==> config.mk <==
export PLATFORM = sky130hd
export DESIGN_NAME = mic_frame_reader
export DESIGN_NICKNAME = d
export VERILOG_FILES = /design/src/rtl/mic_frame_reader.sv
export SDC_FILE = /design/constraint.sdc
export NUM_CORES = 1
export LEC_CHECK = 0
export ABC_CLOCK_PERIOD_IN_PS = 3900
export BUFFER_PORTS_ARGS = -buffer_cell sky130_fd_sc_hd__buf_2
export CAP_MARGIN = 20
export CORE_MARGIN = 2
export CORE_UTILIZATION = 55
export CTS_BUF_LIST = sky130_fd_sc_hd__clkbuf_8
export CTS_CLUSTER_SIZE = 24
export DETAILED_ROUTE_END_ITERATION = 7
export PLACE_DENSITY = 0.86
export REMOVE_ABC_BUFFERS = 1
export SYNTH_ARGS = -nofsm -noshare
export SYNTH_HDL_FRONTEND = slang
export SYNTH_SLANG_ARGS = --single-unit
==> constraint.sdc <==
create_clock -name clk -period 3.9 [get_ports clk]
set_input_delay 0.78 -clock clk [delete_from_list [all_inputs] [get_ports clk]]
set_output_delay 0.78 -clock clk [all_outputs]
set_load 0.01 [all_outputs]
==> src/rtl/mic_frame_reader.sv <==
// mic_frame_reader: pulls one frame of FRAME_LEN samples from the microphone
// FIFO per start request, scales each to OUT_WIDTH with saturation, and streams
// them out on valid/ready with first/last markers through a 3-entry buffer.
module mic_frame_reader #(
    parameter int unsigned DATA_WIDTH = 24,
    parameter int unsigned OUT_WIDTH  = 16,
    parameter int unsigned SHIFT      = 8,
    parameter int unsigned FRAME_LEN  = 256
) (
    input  logic                  clk,
    input  logic                  rst,
    input  logic                  start,
    input  logic                  fifo_empty,
    output logic                  fifo_r_en,
    input  logic [DATA_WIDTH-1:0] fifo_data,
    output logic [OUT_WIDTH-1:0]  out_data,
    output logic                  out_valid,
    input  logic                  out_ready,
    output logic                  out_first,
    output logic                  out_last,
    output logic                  busy,
    output logic                  done
);

    localparam int unsigned CNT_W     = $clog2(FRAME_LEN + 1);
    localparam int unsigned EXT_W     = ((DATA_WIDTH > OUT_WIDTH) ? DATA_WIDTH : OUT_WIDTH) + 1;
    localparam int unsigned BUF_DEPTH = 3;
    localparam int unsigned PTR_W     = 2;

    localparam logic signed [EXT_W-1:0] SAT_MAX = EXT_W'((1 << (OUT_WIDTH - 1)) - 1);
    localparam logic signed [EXT_W-1:0] SAT_MIN = ~SAT_MAX;

    typedef enum logic [1:0] {
        S_IDLE = 2'd0,
        S_RUN  = 2'd1,
        S_DONE = 2'd2
    } state_t;

    state_t state;
    state_t state_nxt;

    logic [CNT_W-1:0]     req_cnt;
    logic [CNT_W-1:0]     acc_cnt;
    logic                 inflight;
    logic [PTR_W-1:0]     head;
    logic [PTR_W-1:0]     tail;
    logic [PTR_W-1:0]     occ;
    logic [OUT_WIDTH-1:0] buf_mem [BUF_DEPTH];

    logic                 xfer;
    logic [OUT_WIDTH-1:0] conv_data;

    // Arithmetic shift then clamp into the signed OUT_WIDTH range.
    function automatic logic [OUT_WIDTH-1:0] convert(input logic [DATA_WIDTH-1:0] d);
        logic signed [EXT_W-1:0] ext;
        logic signed [EXT_W-1:0] s;
        ext = {{(EXT_W - DATA_WIDTH){d[DATA_WIDTH-1]}}, d};
        s   = ext >>> SHIFT;
        if (s > SAT_MAX) begin
            convert = SAT_MAX[OUT_WIDTH-1:0];
        end else if (s < SAT_MIN) begin
            convert = SAT_MIN[OUT_WIDTH-1:0];
        end else begin
            convert = s[OUT_WIDTH-1:0];
        end
    endfunction

    // Modulo-3 pointer advance for the output buffer.
    function automatic logic [PTR_W-1:0] ptr_inc(input logic [PTR_W-1:0] p);
        ptr_inc = (p == 2'd2) ? 2'd0 : p + 2'd1;
    endfunction

    assign conv_data = convert(fifo_data);

    // State register.
    always_ff @(posedge clk or posedge rst) begin
        if (rst) begin
            state <= S_IDLE;
        end else begin
            state <= state_nxt;
        end
    end

    // Next-state, read-credit and stream output decode.
    always_comb begin
        state_nxt = state;
        fifo_r_en = 1'b0;
        busy      = 1'b0;
        done      = 1'b0;
        out_valid = (state == S_RUN) && (occ != 2'd0);
        out_data  = buf_mem[head];
        out_first = out_valid && (acc_cnt == CNT_W'(0));
        out_last  = out_valid && (acc_cnt == CNT_W'(FRAME_LEN - 1));
        xfer      = out_valid && out_ready;
        case (state)
            S_IDLE: begin
                if (start) begin
                    state_nxt = S_RUN;
                end
            end
            S_RUN: begin
                busy      = 1'b1;
                fifo_r_en = !fifo_empty
                            && (req_cnt < CNT_W'(FRAME_LEN))
                            && (({1'b0, occ} + {2'b00, inflight}) < 3'd3);
                if (xfer && out_last) begin
                    state_nxt = S_DONE;
                end
            end
            S_DONE: begin
                busy      = 1'b1;
                done      = 1'b1;
                state_nxt = S_IDLE;
            end
            default: begin
                state_nxt = S_IDLE;
            end
        endcase
    end

    // Counters, read-latency tracking and the 3-entry output buffer.
    always_ff @(posedge clk or posedge rst) begin
        if (rst) begin
            req_cnt  <= '0;
            acc_cnt  <= '0;
            inflight <= 1'b0;
            head     <= '0;
            tail     <= '0;
            occ      <= '0;
            for (int i = 0; i < int'(BUF_DEPTH); i++) begin
                buf_mem[i] <= '0;
            end
        end else begin
            case (state)
                S_RUN: begin
                    inflight <= fifo_r_en;
                    if (fifo_r_en) begin
                        req_cnt <= req_cnt + CNT_W'(1);
                    end
                    if (inflight) begin
                        buf_mem[tail] <= conv_data;
                        tail          <= ptr_inc(tail);
                    end
                    if (xfer) begin
                        head    <= ptr_inc(head);
                        acc_cnt <= acc_cnt + CNT_W'(1);
                    end
                    case ({inflight, xfer})
                        2'b10:   occ <= occ + 2'd1;
                        2'b01:   occ <= occ - 2'd1;
                        default: occ <= occ;
                    endcase
                end
                S_DONE: begin
                    inflight <= 1'b0;
                end
                default: begin
                    req_cnt  <= '0;
                    acc_cnt  <= '0;
                    inflight <= 1'b0;
                    head     <= '0;
                    tail     <= '0;
                    occ      <= '0;
                    for (int i = 0; i < int'(BUF_DEPTH); i++) begin
                        buf_mem[i] <= '0;
                    end
                end
            endcase
        end
    end

endmodule

==> results of run 1 <==
-- cell usage in the layout (no fill, tap or decap), drive strengths merged, types with 3 or more instances in the layout --
master and instances:
nor2b 4, nand3 5, and3 4, nand2 31, dfrtp 75, o21ai 23
inv 10, a21oi 13, a21o 3, nand2b 5, buf 49, clkbuf 10
nor3 4, xnor2 4, a211oi 3, a22o 54, ha 9, a311oi 3
mux2i 17, nor2 18, o31ai 3
-- state kept, by name (all words and copies together), names as in the netlist --
register  cells
head          2
state         2
buf_mem      48
occ           2
tail          2
req_cnt       9
inflight      1
acc_cnt       9
-- logic make-up (layout without fill, tap and decap cells) --
group,Yosys count,in the layout
AOI/OAI and AO/OA,114,114
xor gates and xnor gates,4,4
adders and majority gates,9,9
buffers and inverters,32,73
DFF,75,75
muxes,18,18
and+or+nand+nor,87,87
-- power groups by stage --
stage	registers, mW	logic, mW	clock network (mW)
floorplan	0.959	0.429	0
global placement	0.957	0.634	0
detailed placement	0.963	0.656	0
CTS	0.948	0.660	0.630
global route	0.964	0.721	0.664
finish	0.949	0.656	0.615
-- cell type report --
class,instances,area [um^2],area share
Clock buffer,10,137.6,0.03326
Clock inverter,6,72.57,0.01754
Inverter,8,30.03,0.007257
Multi-Input combinational cell,232,1662,0.4016
Sequential cell,75,1877,0.4536
Tap cell,77,96.34,0.02328
Timing Repair Buffer,49,262.8,0.06350
-- layer usage --
metal,wire (um),global-route usage,vias to the layer above,share of wire
met5,0,0,-,0
met4,118,0.09380,0,0.015
met3,340,0.04235,9,0.043
met2,3827,0.3650,63,0.49
met1,3587,0.3139,1410,0.46
li1,-,-,1324,-
-- final timing paths --
kind                                              from                 endpoint  cells past startpoint
worst max-delay path                inflight$_DFF_PP0_                fifo_r_en                      5
worst min-delay path            buf_mem[4]$_DFFE_PP0P_   buf_mem[4]$_DFFE_PP0P_                      1
worst max register to register    state[0]$_DFFE_PP0P_  buf_mem[33]$_DFFE_PP0P_                      5
worst min register to register  buf_mem[4]$_DFFE_PP0P_   buf_mem[4]$_DFFE_PP0P_                      1
max in group asynchronous                          rst      tail[1]$_DFFE_PP0P_                      3
min in group asynchronous                          rst  buf_mem[41]$_DFFE_PP0P_                      2
-- through the flow --
stage,cells,hold slack (ns),cell area (um^2),utilization
CTS,457,0.5117,4138,0.6443
detailed placement,441,0.4900,3928,0.6115
floorplan,315,0.4723,3568,-
global placement,441,0.4874,3928,0.6115
global route,457,0.5252,4138,0.6443
finish,457,0.5079,4138,0.6443
==> results.md, run 1 <==
* Outcome: complete, no violations
* Unrepaired setup endpoints after global routing: false
* Area fraction in and, or, nand and nor cells after synthesis at 0.1236
* Weighted congestion at the end of routability-driven global placement at 0.8292
* Per-cell routed wire length at 17.23 um
* Synthesized-area fraction occupied by ao, oa, aoi and oai cells at 0.2379
* Post-synthesis adder-cell area fraction at 0.03055
* Port bufs at 42
* Clock skew at 0.01258 ns
* Clock input transition at the sequential cells of the worst setup and hold paths at 0.08 ns
* Hold buffer count at CTS at 0
* Filler instances at 497
* Die outline area at 0.007373 mm^2
* Vert. Die Dim at 85.87 um
* Xor and xnor area share after synthesis at 0.009504
* Worst vdd ir at 0.2866 mV
* Number of global-route vias before repair at 2720
* Seq/Total Area, Yosys at 0.5092
* Hold WC Path Type: reg -> reg
* Hpwl dp at 5.136 mm
* Clock tree from TritonCTS: done
* Post-detailed-route via-to-cell ratio at 6.140
* Count of flip-flops with a built-in enable after synthesis at 0
* Type of origin of the critical path: flop
* Syn Area/Cell at 10.87 um^2
* Setup tns final at 0 ns
* Detailed router's first-iteration violation count at 194
* Initial Util at 0.5739
* Async set or reset register ratio after synthesis at 1.000
* Dominant combinational cell family by area after synthesis: compound AO/OA/AOI/OAI gates
* Gates resized, CTS repair at 0
* Max stage delay on crit path at 0.54 ns
* Switching component of the power at 794.8 uW
* Area of the core at 0.006422 mm^2
* Transition at the pin with the smallest max-transition slack at 1.026 ns
* Area growth syn-to-layout at 12.25%
* Number of endpoints failing setup at the final stage at 0
* Setup slack of the most critical reg-to-reg path at 1.36 ns
* Source-to-sink clock delay at the later pin of the worst-skew pair at 0.35 ns
* X dimension of the die at 85.87 um
* Maximum buffer depth of the clock tree at 2
* Internal portion of total power at 1.426 mW
* Drc violations at 0
* Share of power burned in combinational logic at 0.295
* Final-report hold violation count at 0
* Final Critical Period at 3.090 ns
* Overall overflow remaining after global route at 0
* FP Rows at 29
* Global-route usage over all layers at 0.2301
* Share of the clock period used by the worst path at 0.7924
* Portion of total power attributed to the clock network at 0.277
* Clock root buffer: sky130_fd_sc_hd__clkbuf_8
* # H-tree levels at 3
* Power share of the sequential group at 0.427
* Most area-consuming cells after synthesis: sky130_fd_sc_hd__dfrtp_1 (51%), sky130_fd_sc_hd__a22o_1 (13%), sky130_fd_sc_hd__mux2i_1 (4.6%), sky130_fd_sc_hd__nand2_1 (3.2%), sky130_fd_sc_hd__ha_1 (3.1%)
* Cell count after synthesis at 339
* Top-count cell post-synth: sky130_fd_sc_hd__dfrtp_1
* Synth cell count leaders: sky130_fd_sc_hd__dfrtp_1 (75), sky130_fd_sc_hd__a22o_1 (54), sky130_fd_sc_hd__nand2_1 (31), sky130_fd_sc_hd__o21ai_0 (19), sky130_fd_sc_hd__nor2_1 (18)
* Warning count from the yosys run at 0
* Net count reported at finish at 413
* Worst path cell trace: ha_1 > ha_1 > a2111oi_2 > and2_1 > buf_2
* Setup repair bufs after CTS at 0
* Setup WS post-layout at 0.8097 ns
* Top delay family on crit path: adder cells
* Leading area contributor after synthesis: sky130_fd_sc_hd__dfrtp_1
* Switching part of the total power at 0.3579
* Yosys reg bits at 75
* Largest driver fanout on the critical path at 12
* Most common flop cell mapped by yosys: sky130_fd_sc_hd__dfrtp_1
* 1st-pass router iterations at 6
* Multiplexer share of the synthesized area at 0.04922
* Share of cells above drive strength 1 at 0.1895
* Maximum Capacitance Violations at 0
* Category of the critical setup timing path: reg -> out
* Data arrival, critical path at 2.31 ns
* Post-synthesis cell area at 0.003686 mm^2
* Worst setup EP type: output pin
* Worst slew margin relative to its limit at 0.3134
* Final WL at 7.874 mm
* Pre-CTS setup slack at 1.204 ns
* Initial antenna violation count at 0
* Post-route antenna net violation count at 0
* Pin count of the biggest net entering global routing at 36
* Data required, critical path at 3.12 ns
* Power density relative to cell area at 536.7 mW/mm^2
* Most repeated library cell on the critical path: sky130_fd_sc_hd__ha_1
* Top cell type's share of synthesized area at 0.5092
* Yosys cell types at 50
* Vias after detailed routing at 2806
* Number of primary I/O pins at 51
* Static leakage at 1.956 nW
* Global-route wire length before repair at 13.26 mm
* TritonCTS Sinks at 75
* Buffering stage count on the worst path with inverters included at 1
* Antenna cells at 0
* Peak Freq at 323.6 MHz
* Cts bufs inserted at 9
* Max Slew Vio Count at 0
* Total Power at 2.221 mW
* Crit path max-delay cell type: sky130_fd_sc_hd__a2111oi_2
Power figures use the tool's default switching activity.
==> inputs of run 2 (changes only) <==
--- a/config.mk
+++ b/config.mk
@@ -5,7 +5,8 @@
 export SDC_FILE = /design/constraint.sdc
 export NUM_CORES = 1
 export LEC_CHECK = 0
-export ABC_CLOCK_PERIOD_IN_PS = 3900
+export ABC_AREA = 1
+export ABC_CLOCK_PERIOD_IN_PS = 2900
 export BUFFER_PORTS_ARGS = -buffer_cell sky130_fd_sc_hd__buf_2
 export CAP_MARGIN = 20
 export CORE_MARGIN = 2
@@ -13,7 +14,7 @@
 export CTS_BUF_LIST = sky130_fd_sc_hd__clkbuf_8
 export CTS_CLUSTER_SIZE = 24
 export DETAILED_ROUTE_END_ITERATION = 7
-export PLACE_DENSITY = 0.86
+export PLACE_DENSITY = 0.85
 export REMOVE_ABC_BUFFERS = 1
 export SYNTH_ARGS = -nofsm -noshare
 export SYNTH_HDL_FRONTEND = slang
==> constraint.sdc (replaced) <==
create_clock -name clk -period 2.9 [get_ports clk]
set_input_delay 0.58 -clock clk [delete_from_list [all_inputs] [get_ports clk]]
set_output_delay 0.58 -clock clk [all_outputs]
set_load 0.01 [all_outputs]
==> results.md, run 2 <==
* Source-to-sink clock delay at the later pin of the worst-skew pair at 0.35 ns (about the same)
* Share of cells above drive strength 1 at 0.2384 (was 0.1895)
* Port bufs at 42 (unchanged)
* Most common flop cell mapped by yosys: sky130_fd_sc_hd__dfrtp_1 (unchanged)
* Power density relative to cell area at 843.9 mW/mm^2 (was 536.7 mW/mm^2)
* Count of flip-flops with a built-in enable after synthesis at 0 (unchanged)
* Worst setup EP type: output pin (unchanged)
* Global-route usage over all layers at 0.2320 (was 0.2301)
* Cts bufs inserted at 9 (unchanged)
* Area of the core at 0.006832 mm^2 (was 0.006422 mm^2)
* Unrepaired setup endpoints after global routing: false (unchanged)
* Setup tns final at 0 ns (unchanged)
* Warning count from the yosys run at 0 (unchanged)
* # H-tree levels at 3 (unchanged)
* Utilization after layout at 0.6425 (was 0.6443)
* Largest driver fanout on the critical path at 16 (was 12)
* Category of the critical setup timing path: reg -> out (unchanged)
* Vias after detailed routing at 3135 (was 2806)
* Vert. Die Dim at 88.29 um (was 85.87 um)
* Clock root buffer: sky130_fd_sc_hd__clkbuf_8 (unchanged)
* Initial Util at 0.5720 (was 0.5739)
* 1st-pass router iterations at 4 (was 6)
* Transition at the pin with the smallest max-transition slack at 0.8988 ns (was 1.026 ns)
* Peak Freq at 378.3 MHz
* Biggest regs: buf_mem x48, acc_cnt x9, req_cnt x9 (unchanged)
* Hold buffer count at CTS at 0 (unchanged)
* Drc violations at 0 (unchanged)
* Most frequent cells in the layout: sky130_fd_sc_hd__inv_1 (78), sky130_fd_sc_hd__dfrtp_1 (75), sky130_fd_sc_hd__nand2_1 (74), sky130_fd_sc_hd__buf_2 (42), sky130_fd_sc_hd__o21ai_0 (29) (was sky130_fd_sc_hd__dfrtp_1 (75), sky130_fd_sc_hd__a22o_1 (54), sky130_fd_sc_hd__buf_2 (42), sky130_fd_sc_hd__nand2_1 (31), sky130_fd_sc_hd__o21ai_0 (19))
* Detailed router's first-iteration violation count at 151 (was 194)
* X dimension of the die at 88.29 um (was 85.87 um)
* Gates resized, CTS repair at 0 (unchanged)
* Number of primary I/O pins at 51 (unchanged)
* Register bank with the most flops: buf_mem (unchanged)
* Final-report hold violation count at 0 (unchanged)
* Antenna cells at 0 (unchanged)
* Async set or reset register ratio after synthesis at 1.000 (unchanged)
* Setup repair bufs after CTS at 0 (unchanged)
* Maximum buffer depth of the clock tree at 2 (unchanged)
* Max Slew Vio Count at 0 (unchanged)
* Clock input transition at the sequential cells of the worst setup and hold paths at 0.08 ns (about the same)
* Path depth of the worst reg2reg path at 9 (was 5)
* Cell count after synthesis at 425 (was 339)
* Outcome: complete, no violations (unchanged)
* Number of endpoints failing setup at the final stage at 0 (unchanged)
* Yosys reg bits at 75 (unchanged)
* Static leakage at 2.112 nW (was 1.956 nW)
* Hold slack final at 0.4173 ns (was 0.5079 ns)
* Worst vdd ir at 0.5098 mV (was 0.2866 mV)
* Clock tree from TritonCTS: done (unchanged)
* Syn Area/Cell at 9.194 um^2 (was 10.87 um^2)
* Net count reported at finish at 507 (was 413)
* Area growth syn-to-layout at 12.33% (was 12.25%)
* Share of the clock period used by the worst path at 0.9115
* Per-cell routed wire length at 14.54 um (was 17.23 um)
* Pin count of the biggest net entering global routing at 44 (was 36)
* Hpwl dp at 5.410 mm (was 5.136 mm)
* Final Critical Period at 2.643 ns
* Yosys cell types at 34 (was 50)
* Max reg flops at 48 (unchanged)
* Type of origin of the critical path: flop (unchanged)
* Leading area contributor after synthesis: sky130_fd_sc_hd__dfrtp_1 (unchanged)
* Global-route wire length before repair at 13.91 mm (was 13.26 mm)
* Total Power at 3.704 mW (was 2.221 mW)
* Overall overflow remaining after global route at 0 (unchanged)
* Top cell type's share of synthesized area at 0.4803 (was 0.5092)
* Seq/Total Area, Yosys at 0.4803 (was 0.5092)
* Initial antenna violation count at 0 (unchanged)
* Data arrival, critical path at 2.06 ns (was 2.31 ns)
* Clock skew at 0.008802 ns (was 0.01258 ns)
* Most frequent standard cell in the layout excluding fill and tap cells: sky130_fd_sc_hd__inv_1 (was sky130_fd_sc_hd__dfrtp_1)
* Weighted congestion at the end of routability-driven global placement at 0.8212 (was 0.8292)
* Top-count cell post-synth: sky130_fd_sc_hd__inv_1 (was sky130_fd_sc_hd__dfrtp_1)
* TritonCTS Sinks at 75 (unchanged)
* Worst slew margin relative to its limit at 0.3999 (was 0.3134)
* Hold WC Path Type: in -> async (was reg -> reg)
* Die outline area at 0.007795 mm^2 (was 0.007373 mm^2)
* Post-synthesis cell area at 0.003907 mm^2 (was 0.003686 mm^2)
* Maximum Capacitance Violations at 0 (unchanged)
* Synth cell count leaders: sky130_fd_sc_hd__inv_1 (78), sky130_fd_sc_hd__dfrtp_1 (75), sky130_fd_sc_hd__nand2_1 (74), sky130_fd_sc_hd__o21ai_0 (29), sky130_fd_sc_hd__nand3_1 (22) (was sky130_fd_sc_hd__dfrtp_1 (75), sky130_fd_sc_hd__a22o_1 (54), sky130_fd_sc_hd__nand2_1 (31), sky130_fd_sc_hd__o21ai_0 (19), sky130_fd_sc_hd__nor2_1 (18))
* FP Rows at 30 (was 29)
* Most area-consuming cells after synthesis: sky130_fd_sc_hd__dfrtp_1 (48%), sky130_fd_sc_hd__inv_1 (7.5%), sky130_fd_sc_hd__nand2_1 (7.1%), sky130_fd_sc_hd__o22ai_2 (6.4%), sky130_fd_sc_hd__o21ai_0 (3.7%) (was sky130_fd_sc_hd__dfrtp_1 (51%), sky130_fd_sc_hd__a22o_1 (13%), sky130_fd_sc_hd__mux2i_1 (4.6%), sky130_fd_sc_hd__nand2_1 (3.2%), sky130_fd_sc_hd__ha_1 (3.1%))
* Data required, critical path at 2.32 ns (was 3.12 ns)
* Final WL at 8.289 mm (was 7.874 mm)
* Number of global-route vias before repair at 3052 (was 2720)
* Post-detailed-route via-to-cell ratio at 5.500 (was 6.140)
* Post-route antenna net violation count at 0 (unchanged)
==> run 2: changes by cell type in the layout (fill, tap and decap cells not counted), moves of 5 or more <==
cell	change
sky130_fd_sc_hd__nand2b_1	-5
sky130_fd_sc_hd__inv_1	+71
sky130_fd_sc_hd__o21ai_2	+9
sky130_fd_sc_hd__o221ai_1	+16
sky130_fd_sc_hd__nand2_1	+43
sky130_fd_sc_hd__nand3_1	+17
sky130_fd_sc_hd__mux2i_1	-17
sky130_fd_sc_hd__o22ai_1	+15
sky130_fd_sc_hd__o21ai_1	+9
sky130_fd_sc_hd__a22o_1	-54
sky130_fd_sc_hd__o22ai_2	+20
sky130_fd_sc_hd__o21ai_0	+10
sky130_fd_sc_hd__a21oi_1	-9
==> run 2: layout make-up <==
| class | instances | area [um^2] |
|---|---|---|
| multi-input combinational | 251 | 1588 |
| timing repair buffer | 48 | 255.2 |
| fill | 575 | 2442 |
| sequential | 75 | 1877 |
| inverter | 84 | 322.8 |
| clock inverter | 6 | 88.84 |
| clock buffer | 10 | 137.6 |
| tap | 96 | 120.1 |
==> run 2: path summary, 6_finish.rpt <==
check,start,to,slack [ns]
setup reg to reg,state[1]$_DFFE_PP0P_,tail[0]$_DFFE_PP0P_,0.64
setup / recovery,state[1]$_DFFE_PP0P_,fifo_r_en,0.26
hold reg to reg,buf_mem[32]$_DFFE_PP0P_,buf_mem[32]$_DFFE_PP0P_,0.50
min in group clk,buf_mem[32]$_DFFE_PP0P_,buf_mem[32]$_DFFE_PP0P_,0.50
hold / removal,rst,buf_mem[44]$_DFFE_PP0P_,0.42
max in group asynchronous,rst,buf_mem[23]$_DFFE_PP0P_,1.76
==> run 2: routing by layer <==
| layer | GRT usage | wire length [um] |
|---|---|---|
| met2 | 0.3848 | 4136 |
| met4 | 0.07713 | 77 |
| met5 | 0 | 0 |
| met3 | 0.06063 | 507 |
| met1 | 0.2981 | 3567 |
==> run 2: metrics by stage <==
step	cell area, um^2	cells	setup slack, ns
after global routing	4389	570	0.1148
final	4389	570	0.2567
after CTS	4389	570	0.2875
after global placement	4163	554	0.7202
after floorplan	3787	410	0.4100
after detailed placement	4163	554	0.6787
==> run 2: cells by family after synthesis <==
logic type | after synthesis | synth area share
flops | 75 | 0.4803
fa+ha+maj | 9 | 0.02882
simple gates | 129 | 0.1563
buf+inv | 99 | 0.1134
xor+xnor | 3 | 0.006726
compound gates | 110 | 0.2145
==> run 2: critical path, stage by stage, from the launching register on <==
cell and delay [ns]:
sky130_fd_sc_hd__dfrtp_1 0.38, sky130_fd_sc_hd__inv_1 0.11, sky130_fd_sc_hd__ha_1 0.63, sky130_fd_sc_hd__inv_1 0.14
sky130_fd_sc_hd__nor2_1 0.26, sky130_fd_sc_hd__buf_2 0.19
==> run 2: power breakdown <==
part	internal [mW]	switching [mW]
Clock	0.509	0.397
Sequential	1.22	0.0947
Combinational	0.420	1.06
==> inputs of run 3 (changes only) <==
--- a/config.mk
+++ b/config.mk
@@ -14,7 +14,7 @@
 export CTS_BUF_LIST = sky130_fd_sc_hd__clkbuf_8
 export CTS_CLUSTER_SIZE = 24
 export DETAILED_ROUTE_END_ITERATION = 7
-export PLACE_DENSITY = 0.85
+export PLACE_DENSITY = 0.77
 export REMOVE_ABC_BUFFERS = 1
 export SYNTH_ARGS = -nofsm -noshare
 export SYNTH_HDL_FRONTEND = slang
==> constraint.sdc (replaced) <==
create_clock -name clk -period 2.9 [get_ports clk]
set_input_delay 0.145 -clock clk [delete_from_list [all_inputs] [get_ports clk]]
set_output_delay 0.145 -clock clk [all_outputs]
set_load 0.01 [all_outputs]
==> results.md, run 3 (synthesis results as in run 2) <==
* Type of origin of the critical path: flop (unchanged)
* Category of the critical setup timing path: reg -> out (unchanged)
* Detailed router's first-iteration violation count at 124 (was 151)
* Overall overflow remaining after global route at 0 (unchanged)
* Static leakage at 2.086 nW (was 2.112 nW)
* Outcome: complete, no violations (unchanged)
* Cts bufs inserted at 9 (unchanged)
* Max Slew Vio Count at 0 (unchanged)
* Vias after detailed routing at 3051 (was 3135)
* Port bufs at 42 (unchanged)
* Area of the core at 0.006832 mm^2 (unchanged)
* Final Instance Area at 0.004333 mm^2 (was 0.004389 mm^2)
* Vert. Die Dim at 88.29 um (unchanged)
* Initial antenna violation count at 0 (unchanged)
* Destination of the worst hold path: buf_mem[27]$_DFFE_PP0P_
* Hpwl dp at 5.241 mm (was 5.410 mm)
* Setup tns final at 0 ns (unchanged)
* Most frequent standard cell in the layout excluding fill and tap cells: sky130_fd_sc_hd__inv_1 (unchanged)
* Final WL at 7.973 mm (was 8.289 mm)
* Crit Reg-Reg Endpoint: buf_mem[12]$_DFFE_PP0P_ (was tail[0]$_DFFE_PP0P_)
* Peak Freq at 484.8 MHz (was 378.3 MHz)
* Data required, critical path at 2.76 ns (was 2.32 ns)
* Drc violations at 0 (unchanged)
* Source-to-sink clock delay at the later pin of the worst-skew pair at 0.34 ns (was 0.35 ns)
* Setup slack of the most critical reg-to-reg path at 0.97 ns (was 0.64 ns)
* Most frequent cells in the layout: sky130_fd_sc_hd__inv_1 (78), sky130_fd_sc_hd__dfrtp_1 (75), sky130_fd_sc_hd__nand2_1 (74), sky130_fd_sc_hd__buf_2 (42), sky130_fd_sc_hd__o21ai_0 (29) (unchanged)
* Biggest regs: buf_mem x48, acc_cnt x9, req_cnt x9 (unchanged)
* Hold buffer count at CTS at 1 (was 0)
* Number of endpoints failing setup at the final stage at 0 (unchanged)
* Maximum buffer depth of the clock tree at 2 (unchanged)
* Global-route usage over all layers at 0.2241 (was 0.2320)
* Worst min-delay path startpoint: fifo_data[19]
* Critical R2R Launch: state[1]$_DFFE_PP0P_ (unchanged)
* Antenna cells at 0 (unchanged)
* Area growth syn-to-layout at 10.89% (was 12.33%)
* Worst vdd ir at 0.4432 mV (was 0.5098 mV)
* Clock root buffer: sky130_fd_sc_hd__clkbuf_8 (unchanged)
* Register area at 0.001877 mm^2 (unchanged)
* Clock tree from TritonCTS: done (unchanged)
* Unrepaired setup endpoints after global routing: false (unchanged)
* Data arrival, critical path at 1.92 ns (was 2.06 ns)
* Final-report hold violation count at 0 (unchanged)
* Power density relative to cell area at 809.1 mW/mm^2 (was 843.9 mW/mm^2)
* Final Critical Period at 2.063 ns (was 2.643 ns)
* Maximum Capacitance Violations at 0 (unchanged)
* Clock skew at 0.007263 ns (was 0.008802 ns)
* Net count reported at finish at 507 (unchanged)
* Die outline area at 0.007795 mm^2 (unchanged)
* Setup repair bufs after CTS at 0 (unchanged)
* Utilization after layout at 0.6342 (was 0.6425)
* Global-route wire length before repair at 13.39 mm (was 13.91 mm)
* Hold WC Path Type: in -> reg (was in -> async)
* Multi-input gate area in the final layout at 0.001588 mm^2 (unchanged)
* FP Rows at 30 (unchanged)
* Worst hold stages at 3
* Transition at the pin with the smallest max-transition slack at 0.6727 ns (was 0.8988 ns)
* Initial Util at 0.5720 (unchanged)
* # H-tree levels at 3 (unchanged)
* Post-detailed-route via-to-cell ratio at 5.371 (was 5.500)
* Pre-CTS setup slack at 0.9599 ns (was 0.6787 ns)
* Worst setup EP type: output pin (unchanged)
* Worst slew margin relative to its limit at 0.5504 (was 0.3999)
* Post-route antenna net violation count at 0 (unchanged)
* Share of the clock period used by the worst path at 0.7113 (was 0.9115)
* Number of primary I/O pins at 51 (unchanged)
* Share of cells above drive strength 1 at 0.2331 (was 0.2384)
* Register bank with the most flops: buf_mem (unchanged)
* Clock input transition at the sequential cells of the worst setup and hold paths at 0.08 ns (about the same)
* Pin count of the biggest net entering global routing at 31 (was 44)
* Gates resized, CTS repair at 0 (unchanged)
* Area after detailed placement at 0.004155 mm^2 (was 0.004163 mm^2)
* Largest driver fanout on the critical path at 8 (was 16)
* TritonCTS Sinks at 75 (unchanged)
* Weighted congestion at the end of routability-driven global placement at 0.8195 (was 0.8212)
* X dimension of the die at 88.29 um (unchanged)
* 1st-pass router iterations at 4 (unchanged)
* Hold slack final at 0.08376 ns (was 0.4173 ns)
* Number of global-route vias before repair at 2868 (was 3052)
* Max reg flops at 48 (unchanged)
* Filler instances at 580 (was 575)
* Setup WS post-layout at 0.8372 ns (was 0.2567 ns)
* Per-cell routed wire length at 14.04 um (was 14.54 um)
* Path depth of the worst reg2reg path at 6 (was 9)
## run 3: cell types whose count changed in the layout (fill, tap and decap cells not counted)
| cell | change |
|---|---|
| sky130_fd_sc_hd__buf_4 | -1 |
| sky130_fd_sc_hd__bufinv_16 | -2 |
| sky130_fd_sc_hd__clkbuf_8 | +1 |
| sky130_fd_sc_hd__clkinv_2 | +1 |
| sky130_fd_sc_hd__clkinv_4 | -1 |
| sky130_fd_sc_hd__dlygate4sd3_1 | +1 |
| sky130_fd_sc_hd__inv_6 | -1 |
## run 3: power by group
part           switching, mW  internal (mW)
registers             0.0939           1.22
clock network          0.367          0.344
logic                   1.06          0.417
## run 3: final cells by class
type,instances,area share
Clock buffer,11,0.03494
Sequential cell,75,0.4332
Inverter,84,0.07450
Tap cell,96,0.02772
Timing Repair Buffer,48,0.05949
Multi-Input combinational cell,251,0.3664
Clock inverter,3,0.003754
## run 3: worst max path at each step
stage	start	end	slack, ns	cells after the start
global placement	state[0]$_DFFE_PP0P_	buf_mem[20]$_DFFE_PP0P_	1.0	6
finish	state[1]$_DFFE_PP0P_	fifo_r_en	0.84	5
CTS	state[1]$_DFFE_PP0P_	fifo_r_en	0.82	5
global route	occ[0]$_DFFE_PP0P_	fifo_r_en	0.71	6
floorplan	rst	acc_cnt[0]$_DFFE_PP0P_	0.85	1
detailed placement	state[0]$_DFFE_PP0P_	buf_mem[43]$_DFFE_PP0P_	0.96	9
## run 3: per-stage QoR
step / total power, mW / instances
floorplan: 2.363 / 410
global placement: 2.773 / 553
detailed placement: 2.818 / 553
CTS: 3.525 / 568
global route: 3.762 / 568
finish: 3.506 / 568
## run 3: critical path, stage by stage (launching register included)
cell and delay, ns:
sky130_fd_sc_hd__dfrtp_1 0.39, sky130_fd_sc_hd__inv_1 0.09, sky130_fd_sc_hd__ha_1 0.34, sky130_fd_sc_hd__inv_1 0.27, sky130_fd_sc_hd__nor2_1 0.30, sky130_fd_sc_hd__buf_2 0.19
## run 3: layer usage
layer,GRT usage,share of wire
met1,0.3134,0.48
met2,0.3493,0.46
met3,0.03638,0.044
met4,0.09504,0.014
met5,0,0
